File: config.mk
export PLATFORM = sky130hd
export DESIGN_NAME = perceptron_sample_loader
export DESIGN_NICKNAME = d
export VERILOG_FILES = /design/src/rtl/perceptron_pkg.sv /design/src/rtl/perceptron_sample_buffer.sv /design/src/rtl/perceptron_sample_loader.sv
export SDC_FILE = /design/constraint.sdc
export NUM_CORES = 1
export LEC_CHECK = 0
export CORE_MARGIN = 2
export CORE_UTILIZATION = 53
export CTS_CLUSTER_SIZE = 12
export DETAILED_ROUTE_END_ITERATION = 6
export GPL_TIMING_DRIVEN = 0
export PLACE_DENSITY = 0.78
export SYNTH_ARGS = -nofsm -noshare
export SYNTH_HDL_FRONTEND = slang
export SYNTH_SLANG_ARGS = --single-unit
File: constraint.sdc
create_clock -name clk -period 2.55 [get_ports clk]
set_input_delay 0.765 -clock clk [delete_from_list [all_inputs] [get_ports clk]]
set_output_delay 0.765 -clock clk [all_outputs]
set_load 0.02 [all_outputs]
File: src/rtl/perceptron_pkg.sv
// Shared perceptron definitions: default dimensions, loader state encoding and
// the per-step sample bundle handed to the trainer.
package perceptron_pkg;

    localparam int N_SAMPLES_DEF = 3;
    localparam int DIM_DEF       = 2;
    localparam int FEAT_W_DEF    = 4;
    localparam int EPOCHS_DEF    = 4;

    typedef enum logic [2:0] {
        LD_IDLE   = 3'd0,
        LD_LOAD   = 3'd1,
        LD_FULL   = 3'd2,
        LD_STREAM = 3'd3,
        LD_DONE   = 3'd4
    } loader_state_e;

    typedef struct packed {
        logic [DIM_DEF-1:0][FEAT_W_DEF-1:0] x;
        logic                               y;
    } sample_t;

    function automatic logic is_busy(input logic [2:0] st);
        return (st == LD_LOAD) || (st == LD_STREAM);
    endfunction

endpackage

File: src/rtl/perceptron_sample_buffer.sv
// Training-set register file: one synchronous feature/label write port and one
// combinational read port addressed by sample index.
module perceptron_sample_buffer
    import perceptron_pkg::*;
#(
    parameter int N_SAMPLES = N_SAMPLES_DEF,
    parameter int DIM       = DIM_DEF,
    parameter int FEAT_W    = FEAT_W_DEF,
    parameter int IDX_W     = (N_SAMPLES > 1) ? $clog2(N_SAMPLES) : 1,
    parameter int F_W       = (DIM > 1) ? $clog2(DIM) : 1
) (
    input  logic                  clk,
    input  logic                  i_we,
    input  logic [IDX_W-1:0]      i_wr_sample,
    input  logic [F_W-1:0]        i_wr_feat,
    input  logic [FEAT_W-1:0]     i_wr_data,
    input  logic                  i_label_we,
    input  logic                  i_label,
    input  logic [IDX_W-1:0]      i_rd_idx,
    output logic [DIM*FEAT_W-1:0] o_rd_x,
    output logic                  o_rd_y
);

    logic [DIM*FEAT_W-1:0] r_x [N_SAMPLES];
    logic                  r_y [N_SAMPLES];

    // Contents are don't-care after reset, so the storage has no reset.
    always_ff @(posedge clk) begin
        if (i_we) begin
            r_x[i_wr_sample][i_wr_feat*FEAT_W +: FEAT_W] <= i_wr_data;
        end
        if (i_label_we) begin
            r_y[i_wr_sample] <= i_label;
        end
    end

    always_comb begin
        o_rd_x = '0;
        o_rd_y = 1'b0;
        if (int'(i_rd_idx) < N_SAMPLES) begin
            o_rd_x = r_x[i_rd_idx];
            o_rd_y = r_y[i_rd_idx];
        end else begin
            o_rd_x = '0;
            o_rd_y = 1'b0;
        end
    end

endmodule

File: src/rtl/perceptron_sample_loader.sv
// Byte-serial sample loader and multi-epoch streamer for the perceptron trainer.
// Optional feature macro: SAMPLE_REPLAY_EN (EPOCHS passes per start; else one pass).
module perceptron_sample_loader
    import perceptron_pkg::*;
#(
    parameter int N_SAMPLES = N_SAMPLES_DEF,
    parameter int DIM       = DIM_DEF,
    parameter int FEAT_W    = FEAT_W_DEF,
    parameter int EPOCHS    = EPOCHS_DEF,
    localparam int IDX_W    = (N_SAMPLES > 1) ? $clog2(N_SAMPLES) : 1,
    localparam int EP_W     = (EPOCHS > 1) ? $clog2(EPOCHS) : 1,
    localparam int F_W      = (DIM > 1) ? $clog2(DIM) : 1
) (
    input  logic                  clk,
    input  logic                  rst,
    input  logic                  in_valid,
    input  logic [7:0]            in_data,
    output logic                  in_ready,
    input  logic                  start,
    output logic                  out_valid,
    input  logic                  out_ready,
    output logic [DIM*FEAT_W-1:0] out_x,
    output logic                  out_y,
    output logic [IDX_W-1:0]      out_idx,
    output logic                  out_last,
    output logic [EP_W-1:0]       out_epoch,
    output logic                  busy,
    output logic                  done,
    output logic                  load_err
);

    localparam logic [2:0] S_IDLE   = LD_IDLE;
    localparam logic [2:0] S_LOAD   = LD_LOAD;
    localparam logic [2:0] S_FULL   = LD_FULL;
    localparam logic [2:0] S_STREAM = LD_STREAM;
    localparam logic [2:0] S_DONE   = LD_DONE;

    logic [2:0]            r_state, w_state_nxt, w_load_nxt;
    logic [F_W-1:0]        r_f, w_cur_f;
    logic [IDX_W-1:0]      r_s, w_cur_s, r_idx, w_nxt_idx, w_rd_idx;
    logic [EP_W-1:0]       r_epoch, w_nxt_epoch;
    logic                  r_in_ready, r_out_valid, r_out_y, r_out_last;
    logic                  r_busy, r_done, r_load_err;
    logic [DIM*FEAT_W-1:0] r_out_x, w_rd_x;
    logic                  w_rd_y, w_accept, w_xfer, w_f_last, w_s_last;
    logic                  w_idx_last, w_ep_last, w_stream_go, w_unused_in;

    assign w_accept    = in_valid && r_in_ready;
    assign w_xfer      = r_out_valid && out_ready;
    // IDLE and DONE restart the fill at sample 0, feature 0.
    assign w_cur_f     = (r_state == S_LOAD) ? r_f : '0;
    assign w_cur_s     = (r_state == S_LOAD) ? r_s : '0;
    assign w_f_last    = (w_cur_f == F_W'(DIM - 1));
    assign w_s_last    = (w_cur_s == IDX_W'(N_SAMPLES - 1));
    assign w_idx_last  = (r_idx == IDX_W'(N_SAMPLES - 1));
    assign w_nxt_idx   = w_idx_last ? '0 : r_idx + IDX_W'(1);
    assign w_nxt_epoch = w_idx_last ? r_epoch + EP_W'(1) : r_epoch;
    assign w_stream_go = start && ((r_state == S_FULL) || ((r_state == S_DONE) && !w_accept));
    assign w_rd_idx    = w_stream_go ? '0 : w_nxt_idx;
    assign w_load_nxt  = (w_f_last && w_s_last) ? S_FULL : S_LOAD;
    assign w_unused_in = ^in_data;

`ifdef SAMPLE_REPLAY_EN
    assign w_ep_last = (r_epoch == EP_W'(EPOCHS - 1));
    assign out_epoch = r_epoch;
`else
    assign w_ep_last = 1'b1;
    assign out_epoch = '0;
`endif

    perceptron_sample_buffer #(
        .N_SAMPLES (N_SAMPLES),
        .DIM       (DIM),
        .FEAT_W    (FEAT_W)
    ) u_buffer (
        .clk         (clk),
        .i_we        (w_accept),
        .i_wr_sample (w_cur_s),
        .i_wr_feat   (w_cur_f),
        .i_wr_data   (in_data[FEAT_W-1:0]),
        .i_label_we  (w_accept && w_f_last),
        .i_label     (in_data[7]),
        .i_rd_idx    (w_rd_idx),
        .o_rd_x      (w_rd_x),
        .o_rd_y      (w_rd_y)
    );

    // Next-state selection; a byte arriving in DONE wins over a coincident start.
    always_comb begin
        w_state_nxt = r_state;
        case (r_state)
            S_IDLE:   w_state_nxt = w_accept ? w_load_nxt : S_IDLE;
            S_LOAD:   w_state_nxt = w_accept ? w_load_nxt : S_LOAD;
            S_FULL:   w_state_nxt = start ? S_STREAM : S_FULL;
            S_STREAM: w_state_nxt = (w_xfer && w_idx_last && w_ep_last) ? S_DONE : S_STREAM;
            S_DONE: begin
                if (w_accept) begin
                    w_state_nxt = w_load_nxt;
                end else if (start) begin
                    w_state_nxt = S_STREAM;
                end else begin
                    w_state_nxt = S_DONE;
                end
            end
            default:  w_state_nxt = S_IDLE;
        endcase
    end

    always_ff @(posedge clk or posedge rst) begin
        if (rst) begin
            r_state     <= S_IDLE;
            r_f         <= '0;
            r_s         <= '0;
            r_idx       <= '0;
            r_epoch     <= '0;
            r_in_ready  <= 1'b0;
            r_out_valid <= 1'b0;
            r_out_x     <= '0;
            r_out_y     <= 1'b0;
            r_out_last  <= 1'b0;
            r_busy      <= 1'b0;
            r_done      <= 1'b0;
            r_load_err  <= 1'b0;
        end else begin
            r_state    <= w_state_nxt;
            r_in_ready <= (w_state_nxt == S_IDLE) || (w_state_nxt == S_LOAD) || (w_state_nxt == S_DONE);
            r_busy     <= is_busy(w_state_nxt);
            r_done     <= (w_state_nxt == S_DONE);
            if (start && ((r_state == S_IDLE) || (r_state == S_LOAD))) begin
                r_load_err <= 1'b1;
            end
            if (w_accept) begin
                r_f <= w_f_last ? '0 : w_cur_f + F_W'(1);
                r_s <= !w_f_last ? w_cur_s : (w_s_last ? '0 : w_cur_s + IDX_W'(1));
            end
            // Presented sample only changes on start or an accepted transfer.
            if (w_stream_go) begin
                r_idx       <= '0;
                r_epoch     <= '0;
                r_out_valid <= 1'b1;
                r_out_x     <= w_rd_x;
                r_out_y     <= w_rd_y;
                r_out_last  <= (N_SAMPLES == 1);
            end else if (w_xfer) begin
                if (w_idx_last && w_ep_last) begin
                    r_out_valid <= 1'b0;
                end else begin
                    r_idx      <= w_nxt_idx;
                    r_epoch    <= w_nxt_epoch;
                    r_out_x    <= w_rd_x;
                    r_out_y    <= w_rd_y;
                    r_out_last <= (w_nxt_idx == IDX_W'(N_SAMPLES - 1));
                end
            end
        end
    end

    assign in_ready  = r_in_ready;
    assign out_valid = r_out_valid;
    assign out_x     = r_out_x;
    assign out_y     = r_out_y;
    assign out_idx   = r_idx;
    assign out_last  = r_out_last;
    assign busy      = r_busy;
    assign done      = r_done;
    assign load_err  = r_load_err;

endmodule

==> results of run 1 <==
[timing repair]
item                       in CTS  in global routing
buffers inserted                0                  0
hold buffers                    0                  0
gates resized for setup         2                  0
setup endpoints to repair       4                  0
[cells by family after synthesis]
kind of cell / share of synthesized area
buffers and inverters: 0.0383
XOR/XNOR: 0.00394
AND/OR/NAND/NOR: 0.156
flip-flops: 0.613
AO/OA/AOI/OAI: 0.187
other: 0.00169
[routing by layer]
layer / share of wire / up-vias / global-route usage
met3: 0.052 / 11 / 0.0503
li1: - / 752 / -
met5: 0 / - / 0
met2: 0.49 / 71 / 0.369
met1: 0.43 / 811 / 0.282
met4: 0.022 / 0 / 0.110
[final cells by class]
cell class,instances,area share
flip-flops and latches,49,0.515
multi-input cells,122,0.299
repair buffers,26,0.0985
plain buffers,13,0.0294
clock buffers,5,0.0261
well taps,50,0.0237
clock inverters,3,0.00474
inverters,2,0.00284
[synthesized netlist by cell type, types with 2 or more instances]
cell type / instances / share of area
sky130_fd_sc_hd__o2bb2ai_1: 2 / 0.0079
sky130_fd_sc_hd__nand4b_1: 2 / 0.0079
sky130_fd_sc_hd__nor2_1: 5 / 0.0085
sky130_fd_sc_hd__o21ai_1: 4 / 0.0090
sky130_fd_sc_hd__a21o_1: 3 / 0.010
sky130_fd_sc_hd__and3_1: 4 / 0.011
sky130_fd_sc_hd__inv_1: 2 / 0.0034
sky130_fd_sc_hd__o41ai_1: 2 / 0.0079
sky130_fd_sc_hd__a211o_1: 4 / 0.016
sky130_fd_sc_hd__clkbuf_1: 2 / 0.0034
sky130_fd_sc_hd__o21a_1: 5 / 0.017
sky130_fd_sc_hd__dfrtp_1: 22 / 0.25
sky130_fd_sc_hd__nor4b_1: 2 / 0.0079
sky130_fd_sc_hd__a22oi_1: 9 / 0.030
sky130_fd_sc_hd__a21oi_1: 14 / 0.032
sky130_fd_sc_hd__o22a_1: 5 / 0.020
sky130_fd_sc_hd__nand3_1: 6 / 0.014
sky130_fd_sc_hd__and2_1: 2 / 0.0056
sky130_fd_sc_hd__o21ai_0: 12 / 0.027
sky130_fd_sc_hd__nand2_1: 12 / 0.020
sky130_fd_sc_hd__buf_2: 5 / 0.011
sky130_fd_sc_hd__nor2b_1: 12 / 0.034
sky130_fd_sc_hd__edfxtp_1: 27 / 0.37
sky130_fd_sc_hd__buf_4: 4 / 0.014
sky130_fd_sc_hd__nor3b_2: 2 / 0.011
sky130_fd_sc_hd__or3_1: 2 / 0.0056
[through the flow]
step           setup slack [ns]  area (µm²)  total power, mW  TNS (ns)
2_1_floorplan             0.421        2220             2.08         0
3_3_place_gp             -0.285        2550             2.49     -2.19
3_5_place_dp             -0.440        2550             2.54     -3.32
4_1_cts                   0.195        2640             2.98         0
5_1_grt                  0.0833        2640             3.17         0
6_report                  0.194        2640             2.98         0
[state kept, by name, indices dropped and copies added, names as in the netlist, 2 cells and up]
register / flops
out_x: 8
u_buffer.r_x: 24
r_state: 3
r_s: 2
u_buffer.r_y: 3
out_idx: 2
[where the power goes]
part	total [mW]	switching (mW)	internal, mW
Sequential	1.24	0.143	1.09
Clock	0.436	0.251	0.185
Combinational	1.31	0.762	0.550
Total	2.98	1.16	1.83
[worst paths after layout]
kind | start | to | slack, ns | cells past startpoint
worst min-delay path | load_err | load_err | 0.48 | 1
worst min register to register | load_err | load_err | 0.48 | 1
worst max register to register | r_state[2] | u_buffer.r_x[1][1] | 0.49 | 3
min in group asynchronous | rst | out_y | 0.94 | 2
worst max-delay path | in_valid | u_buffer.r_x[1][1] | 0.19 | 5
max in group asynchronous | rst | in_ready | 1.06 | 2
[critical path: cells and delay by family]
family	cells	cell delay [ns]
simple gates	3	0.88
buf+inv	2	0.65
[cells in the final DEF (no fill, tap or decap), drive strengths merged, types with 6 or more instances in the layout]
master         count
nor2b             12
edfxtp            27
clkbuf             7
nand3              6
a21oi             14
buf               11
o21ai             17
a22oi              9
clkdlybuf4s50     26
dfrtp             22
nand2             12
==> Flow_metrics.wiki, run 1 <==
{| class="wikitable"
! Metric !! Value
|-
| Overall overflow remaining after global route || 0
|-
| DIE WIDTH || ~70 µm
|-
| Data arrival time of the worst path || approximately 2.3 ns
|-
| Run status || finished, final reports clean
|-
| Final number of hold-violating endpoints || 0
|-
| Avg Vias per Cell || a little over 6
|-
| DRC violation total after the first TritonRoute iteration || approximately 140
|-
| Die height || 68.7 µm
|-
| Final critical path time including I/O delays and setup || approximately 2.4 ns
|-
| Endpoint required time on the critical path || about 2.5 ns
|-
| Initial antenna violation count || 0
|-
| Aggregate global-route resource usage || 0.225
|-
| Clk sinks || between 40 and 50
|-
| Fraction of the yosys area taken by sequential cells || 0.613
|-
| Synth Warn # || 0
|-
| Maximum root-to-sink buffer count || 2
|-
| Antenna-violating nets left || 0
|-
| Unrepaired setup endpoints after global routing || no
|-
| Crit Path Max Fanout || 6
|-
| Vias in the first global route || between 1500 and 2000
|-
| Max frequency || ~420 MHz
|-
| DRC viols || 0
|-
| Crit Path Class || in2reg
|-
| Routed length per placed instance || approximately 18 µm
|-
| Count of vias placed by the detailed router || 1645
|-
| Count of port buffers added during placement || 26
|-
| GPL Wtd Cong || approximately 0.9
|-
| Total standard cell area after synthesis || 2220 µm²
|-
| Clock latency of the later-clocked register in the worst-skew pair || about 0.3 ns
|-
| CTS tree || done
|-
| Num CTS Buffers || 5
|-
| Max-capacitance violation count || 0
|-
| Crit path max-delay cell type || sky130_fd_sc_hd__nor4b_2
|-
| CP startpoint kind || input pin
|-
| Final Cycle Share || 0.924
|-
| Nets || around 230
|-
| Flops & latches, synth || 49
|-
| Post-synthesis async set-or-reset flop share || 0.449
|-
| Htree depth || 2
|-
| Slew Limit Fails || 0
|-
| Total area of multi-input combinational cells || 791 µm²
|-
| Count of different cell masters after synthesis || 40
|-
| Critical Path Max Stage Delay || just under 0.6 ns
|-
| Leak || approximately 1.0 nW
|-
| Synth-to-Final Area Change || 18.9%
|-
| Synthesized netlist cell count || about 190
|-
| Reg area || roughly 1400 µm²
|-
| Clock input transition at the sequential cells of the worst setup and hold paths || around 0.08 ns
|-
| Final Routed Wirelength || 4.73 mm
|-
| Final Util || 0.656
|-
| Final clock skew || ~0.0080 ns
|-
| Largest net degree at the start of global routing || 23
|-
| Proportion of layout cells with a drive suffix above 1 || 0.114
|-
| Sequence of cells on the critical path || clkdlybuf4s50_1, and2_1, buf_2, nand2_1, nor4b_2
|-
| Number of top-level pins || 32
|-
| Most used flip-flop cell after synthesis || sky130_fd_sc_hd__edfxtp_1
|-
| Site Rows || 23
|-
| Relative slew slack || 0.411
|-
| Die Outline Area || between 4000 and 5000 µm²
|-
| Tightest Pin Transition || 0.883 ns
|-
| Final Non-Filler Cells || 270
|-
| Critical path capture point type || flop
|-
| Syn_area_per_cell || 12.0 µm²
|-
| P per Cell Area || 1130 nW/µm²
|-
| Placeable Area || around 4000 µm²
|-
| Number of diodes || 0
|-
| Number of flops mapped to enable cells by yosys || 27
|-
| Min-Delay Path Class || reg2reg
|-
| DP HPWL || between 3 and 4 mm
|-
| First-pass GRT wire length || roughly 7.5 mm
|-
| Detailed-routing iteration count for the pre-antenna-repair pass || 4
|-
| Root Buffer || sky130_fd_sc_hd__clkbuf_8
|-
| Dpl cells || approximately 260
|-
| Starting density of the core || 0.551
|-
| VDD IR-drop max || about 0.00048 V
|-
| Finish-stage setup viols || 0
|-
| Final hold slack || just under 0.5 ns
|-
| Fill cells || slightly above 300
|}
Power figures use the tool's default switching activity.
==> inputs of run 2 (changes only) <==
CORE_MARGIN = 4   (was 2)
GPL_ROUTABILITY_DRIVEN = 0   (was default)
==> Flow_metrics.wiki, run 2 (same netlist as run 1, synthesis figures left out) <==
{| class="wikitable"
! Metric !! Value
|-
| Slew Limit Fails || 0 (unchanged)
|-
| Worst slack at placement || -0.507 ns (-0.0671 ns)
|-
| Avg Vias per Cell || 6.05 (-0.67%)
|-
| Met2 wire len || 2.49 mm (+6.6%)
|-
| Crit Path Max Fanout || 6 (unchanged)
|-
| Endpoint required time on the critical path || 2.49 ns (about the same)
|-
| Initial antenna violation count || 0 (unchanged)
|-
| Detailed-routing iteration count for the pre-antenna-repair pass || 5 (+1)
|-
| Largest net degree at the start of global routing || 23 (unchanged)
|-
| Reg area || 1360 µm² (unchanged)
|-
| Max-capacitance violation count || 0 (unchanged)
|-
| Antenna-violating nets left || 0 (unchanged)
|-
| Finish-stage setup viols || 0 (unchanged)
|-
| Min-Delay Path Class || reg2reg
|-
| Wire length on met1 || 1.97 mm (-4.1%)
|-
| Synth-to-Final Area Change || 19.6%
|-
| Final instance area || 2660 µm² (+0.57%)
|-
| Final Cycle Share || 0.928 (+0.00444)
|-
| Number of diodes || 0 (unchanged)
|-
| Post-layout power || 3.02 mW (+1.3%)
|-
| Starting density of the core || 0.551 (unchanged)
|-
| Final number of hold-violating endpoints || 0 (unchanged)
|-
| Reg power frac || 0.410 (-0.004)
|-
| Largest register FFs || 24 (unchanged)
|-
| Vias in the first global route || 1599 (-0.81%)
|-
| CTS tree || done
|-
| Number of top-level pins || 32 (unchanged)
|-
| Post-detailed-placement cell area || 2550 µm² (unchanged)
|-
| P_sw || 1.16 mW (+0.38%)
|-
| Leading cell type in the layout, fill and taps excluded || sky130_fd_sc_hd__edfxtp_1
|-
| Die Outline Area || 5290 µm² (+12%)
|-
| Count of port buffers added during placement || 26 (unchanged)
|-
| First-pass GRT wire length || 8.06 mm (+6.8%)
|-
| Combined buffer and inverter count along the critical path || 2 (unchanged)
|-
| Data arrival time of the worst path || 2.30 ns (about the same)
|-
| Unrepaired setup endpoints after global routing || no
|-
| Clk sinks || 49 (unchanged)
|-
| Tightest Pin Transition || 0.904 ns (+0.0212 ns)
|-
| Routed length per placed instance || 17.9 µm (+2.0%)
|-
| Site Rows || 23 (unchanged)
|-
| DRC viols || 0 (unchanged)
|-
| Num CTS Buffers || 5 (unchanged)
|-
| DP HPWL || 3.50 mm (+2.0%)
|-
| Nets || 232 (unchanged)
|-
| Critical Path Max Stage Delay || 0.59 ns (about the same)
|-
| Power share of the combinational group || 0.437 (-0.003)
|-
| Count of vias placed by the detailed router || 1634 (-0.67%)
|-
| Total area of multi-input combinational cells || 791 µm² (unchanged)
|-
| Overall overflow remaining after global route || 0 (unchanged)
|-
| Clock latency of the later-clocked register in the worst-skew pair || 0.30 ns (about the same)
|-
| Maximum root-to-sink buffer count || 2 (unchanged)
|-
| Switching share of power || 0.384 (-0.00360)
|-
| Final Routed Wirelength || 4.82 mm (+2.0%)
|-
| Die height || 72.7 µm (+5.8%)
|-
| Clk pwr share || 0.154 (+0.008)
|-
| Register with the highest flop count || u_buffer.r_x
|-
| P per Cell Area || 1140 nW/µm² (+0.75%)
|-
| Proportion of layout cells with a drive suffix above 1 || 0.123 (+0.00909)
|-
| Crit path max-delay cell type || sky130_fd_sc_hd__nor4b_2
|-
| Final hold slack || 0.486 ns (+0.00515 ns)
|-
| CP startpoint kind || input pin
|-
| Final critical path time including I/O delays and setup || 2.37 ns (+0.0113 ns)
|-
| Uppermost layer routed || met4
|-
| Final Non-Filler Cells || 270 (unchanged)
|-
| Top delay family on crit path || simple AND/OR/NAND/NOR gates
|-
| Root Buffer || sky130_fd_sc_hd__clkbuf_8
|-
| DIE WIDTH || 72.7 µm (+5.8%)
|-
| DR WL met3 || 292 µm (+19%)
|-
| Relative slew slack || 0.392 (-0.0185)
|-
| Leak || 1.03 nW (+0.80%)
|-
| Final Util || 0.659 (+0.00373)
|-
| Aggregate global-route resource usage || 0.199 (-0.0260)
|-
| Leading cell types in the layout, fill and taps excluded || 27 x sky130_fd_sc_hd__edfxtp_1, 26 x sky130_fd_sc_hd__clkdlybuf4s50_1, 22 x sky130_fd_sc_hd__dfrtp_1
|-
| VDD IR-drop max || 0.000539 V (+12%)
|-
| Fill cells || 323 (+7.0%)
|-
| Max frequency || 422 MHz (-0.48%)
|-
| Dpl cells || 262 (unchanged)
|-
| Setup TNS || 0 ns (unchanged)
|-
| DRC violation total after the first TritonRoute iteration || 255 (+89%)
|-
| Clock input transition at the sequential cells of the worst setup and hold paths || 0.08 ns (about the same)
|-
| Htree depth || 2 (unchanged)
|-
| Sequence of cells on the critical path || clkdlybuf4s50_1, and2_1, buf_2, nand2_1, nor4b_2
|-
| Crit Path Class || in2reg
|-
| Placeable Area || 4030 µm² (unchanged)
|-
| Final clock skew || 0.00902 ns (+0.00103 ns)
|-
| Number of buffers inserted by hold repair at cts || 0 (unchanged)
|-
| Run status || finished, final reports clean
|-
| Final worst setup slack || 0.183 ns (-0.0113 ns)
|-
| Critical path capture point type || flop
|-
| Total internal power || 1.86 mW (+1.9%)
|}
[run 2: changes by cell type in the layout (fill, tap and decap cells not counted), sizes merged]
cell and change:
clkinv -1, clkbuf +1
[run 2: metal layers]
layer	up-vias	track usage
met3	12	0.0386
met5	-	0
met2	80	0.339
met4	0	0.0676
li1	749	-
met1	793	0.255
[run 2: final cells by class]
cell class,instances,share of cell area
Sequential cell,49,0.512
Inverter,2,0.00283
Clock inverter,2,0.00518
Timing Repair Buffer,26,0.0980
Buffer,13,0.0292
Clock buffer,6,0.0311
Multi-Input combinational cell,122,0.298
Tap cell,50,0.0236
[run 2: final timing paths]
path | from | to | cells after the start | slack (ns)
max in group asynchronous | rst | in_ready | 2 | 1.06
setup reg to reg | r_state[2] | u_buffer.r_x[1][2] | 3 | 0.51
setup / recovery | in_valid | u_buffer.r_x[1][2] | 5 | 0.18
min in group asynchronous | rst | out_idx[0] | 2 | 0.95
hold / removal | load_err | load_err | 1 | 0.49
hold reg to reg | load_err | load_err | 1 | 0.49
[run 2: power by group through the flow]
stage / registers, mW / logic, mW / clock network (mW)
detailed placement: 1.25 / 1.31 / 0
floorplan: 1.33 / 0.744 / 0
global placement: 1.23 / 1.26 / 0
global route: 1.26 / 1.44 / 0.510
finish: 1.24 / 1.32 / 0.464
CTS: 1.23 / 1.32 / 0.473
[run 2: what timing repair did]
item	CTS	global route
setup endpoints to repair	8	0
buffers inserted	0	0
gates resized for setup	2	0
[run 2: worst register-to-register path, stage by stage, from the launching register on]
cell and delay [ns]:
sky130_fd_sc_hd__dfrtp_1 0.49, sky130_fd_sc_hd__nor3b_2 0.38, sky130_fd_sc_hd__nand2_1 0.23, sky130_fd_sc_hd__nor4b_2 0.59
==> inputs of run 3 (changes only) <==
CORE_UTILIZATION = 55   (was 53)
PLACE_DENSITY = 0.81   (was 0.78)
clock period = 2.86 ns   (was 2.55 ns; I/O delays follow)
==> Flow_metrics.wiki, run 3 (same netlist as run 1, synthesis figures left out) <==
{| class="wikitable"
! Metric !! Value
|-
| Run status || finished, final reports clean
|-
| Synth-to-Final Area Change || 19.9%
|-
| Hold Crit Start || load_err
|-
| Count of port buffers added during placement || 26 (unchanged)
|-
| Die height || 71.5 µm (-1.6%)
|-
| Final critical path time including I/O delays and setup || between 2 and 2.5 ns
|-
| Num CTS Buffers || 5 (unchanged)
|-
| Htree depth || 2 (unchanged)
|-
| Tightest Pin Transition || 0.895 ns (-0.00885 ns)
|-
| DP HPWL || 3.52 mm (+0.74%)
|-
| Nets || 232 (unchanged)
|-
| Clock latency of the later-clocked register in the worst-skew pair || 0.30 ns (about the same)
|-
| P_sw || 1.04 mW (-10%)
|-
| Switching share of power || 0.376 (-0.00771)
|-
| Aggregate global-route resource usage || 0.202 (+0.00273)
|-
| Final number of hold-violating endpoints || 0 (unchanged)
|-
| Final Routed Wirelength || 4.89 mm (+1.3%)
|-
| Setup slack of the most critical reg-to-reg path || 0.78 ns (+0.27 ns)
|-
| Sequence of cells on the critical path || clkdlybuf4s50_1, and2_1, buf_2, nand2_1, nor4b_2
|-
| Max-capacitance violation count || 0 (unchanged)
|-
| Post-CTS Setup Repair Bufs || 0 (unchanged)
|-
| Die Outline Area || 5120 µm² (-3.2%)
|-
| Combined buffer and inverter count along the critical path || 2 (unchanged)
|-
| Post-detailed-placement cell area || 2540 µm² (about the same)
|-
| Avg Vias per Cell || 6.15 (+1.5%)
|-
| Relative slew slack || 0.403 (+0.0103)
|-
| First-pass GRT wire length || 8.07 mm (+0.17%)
|-
| Final hold slack || 0.476 ns (-0.0104 ns)
|-
| Final Util || 0.706 (+0.0471)
|-
| CTS tree || done
|-
| Slew Limit Fails || 0 (unchanged)
|-
| Count of vias placed by the detailed router || 1647 (+0.80%)
|-
| DRC viols || 0 (unchanged)
|-
| Unrepaired setup endpoints after global routing || no
|-
| Crit Path Max Fanout || 6 (unchanged)
|-
| Max frequency || just over 400 MHz
|-
| Number of top-level pins || 32 (unchanged)
|-
| Final Non-Filler Cells || 268 (-0.74%)
|-
| Reg power frac || 0.399 (-0.011)
|-
| Hold Crit Endpoint || load_err
|-
| Leading cell type in the layout, fill and taps excluded || sky130_fd_sc_hd__edfxtp_1
|-
| Maximum root-to-sink buffer count || 2 (unchanged)
|-
| Dpl cells || 260 (-0.76%)
|-
| Finish-stage setup viols || 0 (unchanged)
|-
| Clock input transition at the sequential cells of the worst setup and hold paths || 0.08 ns (about the same)
|-
| Reg area || 1360 µm² (unchanged)
|-
| Critical path capture point type || flop
|-
| Routed length per placed instance || 18.2 µm (+2.1%)
|-
| Fill cells || 249 (-23%)
|-
| Crit Reg-Reg Startpoint || r_state[0]
|-
| Total internal power || 1.72 mW (-7.5%)
|-
| Site Rows || 22 (-4.3%)
|-
| Final clock skew || 0.00367 ns (-0.00535 ns)
|-
| Starting density of the core || 0.589 (+0.0377)
|-
| DIE WIDTH || 71.5 µm (-1.6%)
|-
| Power share of the combinational group || 0.428 (-0.009)
|-
| Root Buffer || sky130_fd_sc_hd__clkbuf_8
|-
| DRC violation total after the first TritonRoute iteration || 274 (+7.5%)
|-
| Number of buffers inserted by hold repair at cts || 0 (unchanged)
|-
| VDD IR-drop max || 0.000511 V (-5.2%)
|-
| Endpoint of the worst register-to-register path || u_buffer.r_x[1][2]
|-
| Worst slack at placement || -0.187 ns (+0.319 ns)
|-
| Final instance area || 2660 µm² (+0.28%)
|-
| Number of diodes || 0 (unchanged)
|-
| Largest register FFs || 24 (unchanged)
|-
| Critical Path Max Stage Delay || 0.58 ns (about the same)
|-
| Placeable Area || 3770 µm² (-6.4%)
|-
| Detailed-routing iteration count for the pre-antenna-repair pass || 4 (-1)
|-
| Crit path max-delay cell type || sky130_fd_sc_hd__nor4b_2
|-
| Initial antenna violation count || 0 (unchanged)
|-
| Leading cell types in the layout, fill and taps excluded || 27 x sky130_fd_sc_hd__edfxtp_1, 26 x sky130_fd_sc_hd__clkdlybuf4s50_1, 22 x sky130_fd_sc_hd__dfrtp_1
|-
| CP startpoint kind || input pin
|-
| Total area of multi-input combinational cells || 791 µm² (unchanged)
|-
| Clk pwr share || 0.172 (+0.018)
|-
| Data arrival time of the worst path || 2.40 ns (+0.10 ns)
|-
| Leak || 1.03 nW (+0.16%)
|-
| Resize count post-CTS || 0 (-2)
|-
| Clk sinks || 49 (unchanged)
|-
| Top delay family on crit path || simple AND/OR/NAND/NOR gates
|-
| Endpoint required time on the critical path || 2.80 ns (+0.31 ns)
|-
| Crit Path Class || in2reg
|-
| Min-Delay Path Class || reg2reg
|-
| Hold depth || 1 (unchanged)
|-
| Largest net degree at the start of global routing || 23 (unchanged)
|-
| P per Cell Area || 1040 nW/µm² (-8.9%)
|-
| Register with the highest flop count || u_buffer.r_x
|-
| Vias in the first global route || 1650 (+3.2%)
|-
| Antenna-violating nets left || 0 (unchanged)
|-
| Cells on worst reg2reg path || 4 (+1)
|-
| Final Cycle Share || 0.861
|-
| Final worst setup slack || 0.399 ns (+0.216 ns)
|-
| Overall overflow remaining after global route || 0 (unchanged)
|-
| Proportion of layout cells with a drive suffix above 1 || 0.114 (-0.00909)
|}
-- run 3: cell count changes in the layout (fill, tap and decap cells not counted), sizes merged --
cell,change
bufinv,+1
clkinv,-1
-- run 3: final cells by class --
type	count	area share
inverter	2	0.00282
tap	48	0.0225
clock buffer	6	0.0272
buffer	13	0.0291
timing repair buffer	26	0.0977
multi-input combinational	122	0.297
clock inverter	2	0.0127
sequential	49	0.511
-- run 3: worst max path at each step --
stage,startpoint,depth (start not counted),slack (ns),to
after floorplan,in_valid,4,0.64,u_buffer.r_x[1][0]
after global routing,in_valid,5,0.29,u_buffer.r_x[1][0]
after CTS,in_valid,5,0.12,u_buffer.r_x[1][2]
after global placement,in_valid,5,-0.05,u_buffer.r_x[1][1]
final,in_valid,5,0.40,u_buffer.r_x[1][2]
after detailed placement,in_valid,5,-0.19,u_buffer.r_x[1][1]
-- run 3: metal layers --
metal  global-route usage  vias to the layer above  share of wire
li1                     -                      752              -
met1                0.249                      795           0.40
met2                0.354                       88           0.51
met3               0.0435                       12          0.077
met4               0.0605                        0          0.013
met5                    0                        -              0
-- run 3: power groups by stage --
| stage | clock, mW | combinational [mW] | sequential [mW] |
|---|---|---|---|
| 2_1_floorplan | 0 | 0.663 | 1.19 |
| 3_3_place_gp | 0 | 1.12 | 1.10 |
| 3_5_place_dp | 0 | 1.16 | 1.11 |
| 4_1_cts | 0.479 | 1.17 | 1.10 |
| 5_1_grt | 0.506 | 1.28 | 1.12 |
| 6_report | 0.475 | 1.18 | 1.10 |
-- run 3: worst reg2reg max path: stages (launching register included) --
cell and delay (ns):
sky130_fd_sc_hd__dfrtp_1 0.36, sky130_fd_sc_hd__buf_4 0.17, sky130_fd_sc_hd__nor3b_2 0.36, sky130_fd_sc_hd__nand2_1 0.25
sky130_fd_sc_hd__nor4b_2 0.58
-- run 3: metrics by stage --
step / setup TNS [ns] / power [mW]
4_1_cts: 0 / 2.75
3_3_place_gp: -0.295 / 2.22
5_1_grt: 0 / 2.91
3_5_place_dp: -1.41 / 2.27
2_1_floorplan: 0 / 1.85
6_report: 0 / 2.76
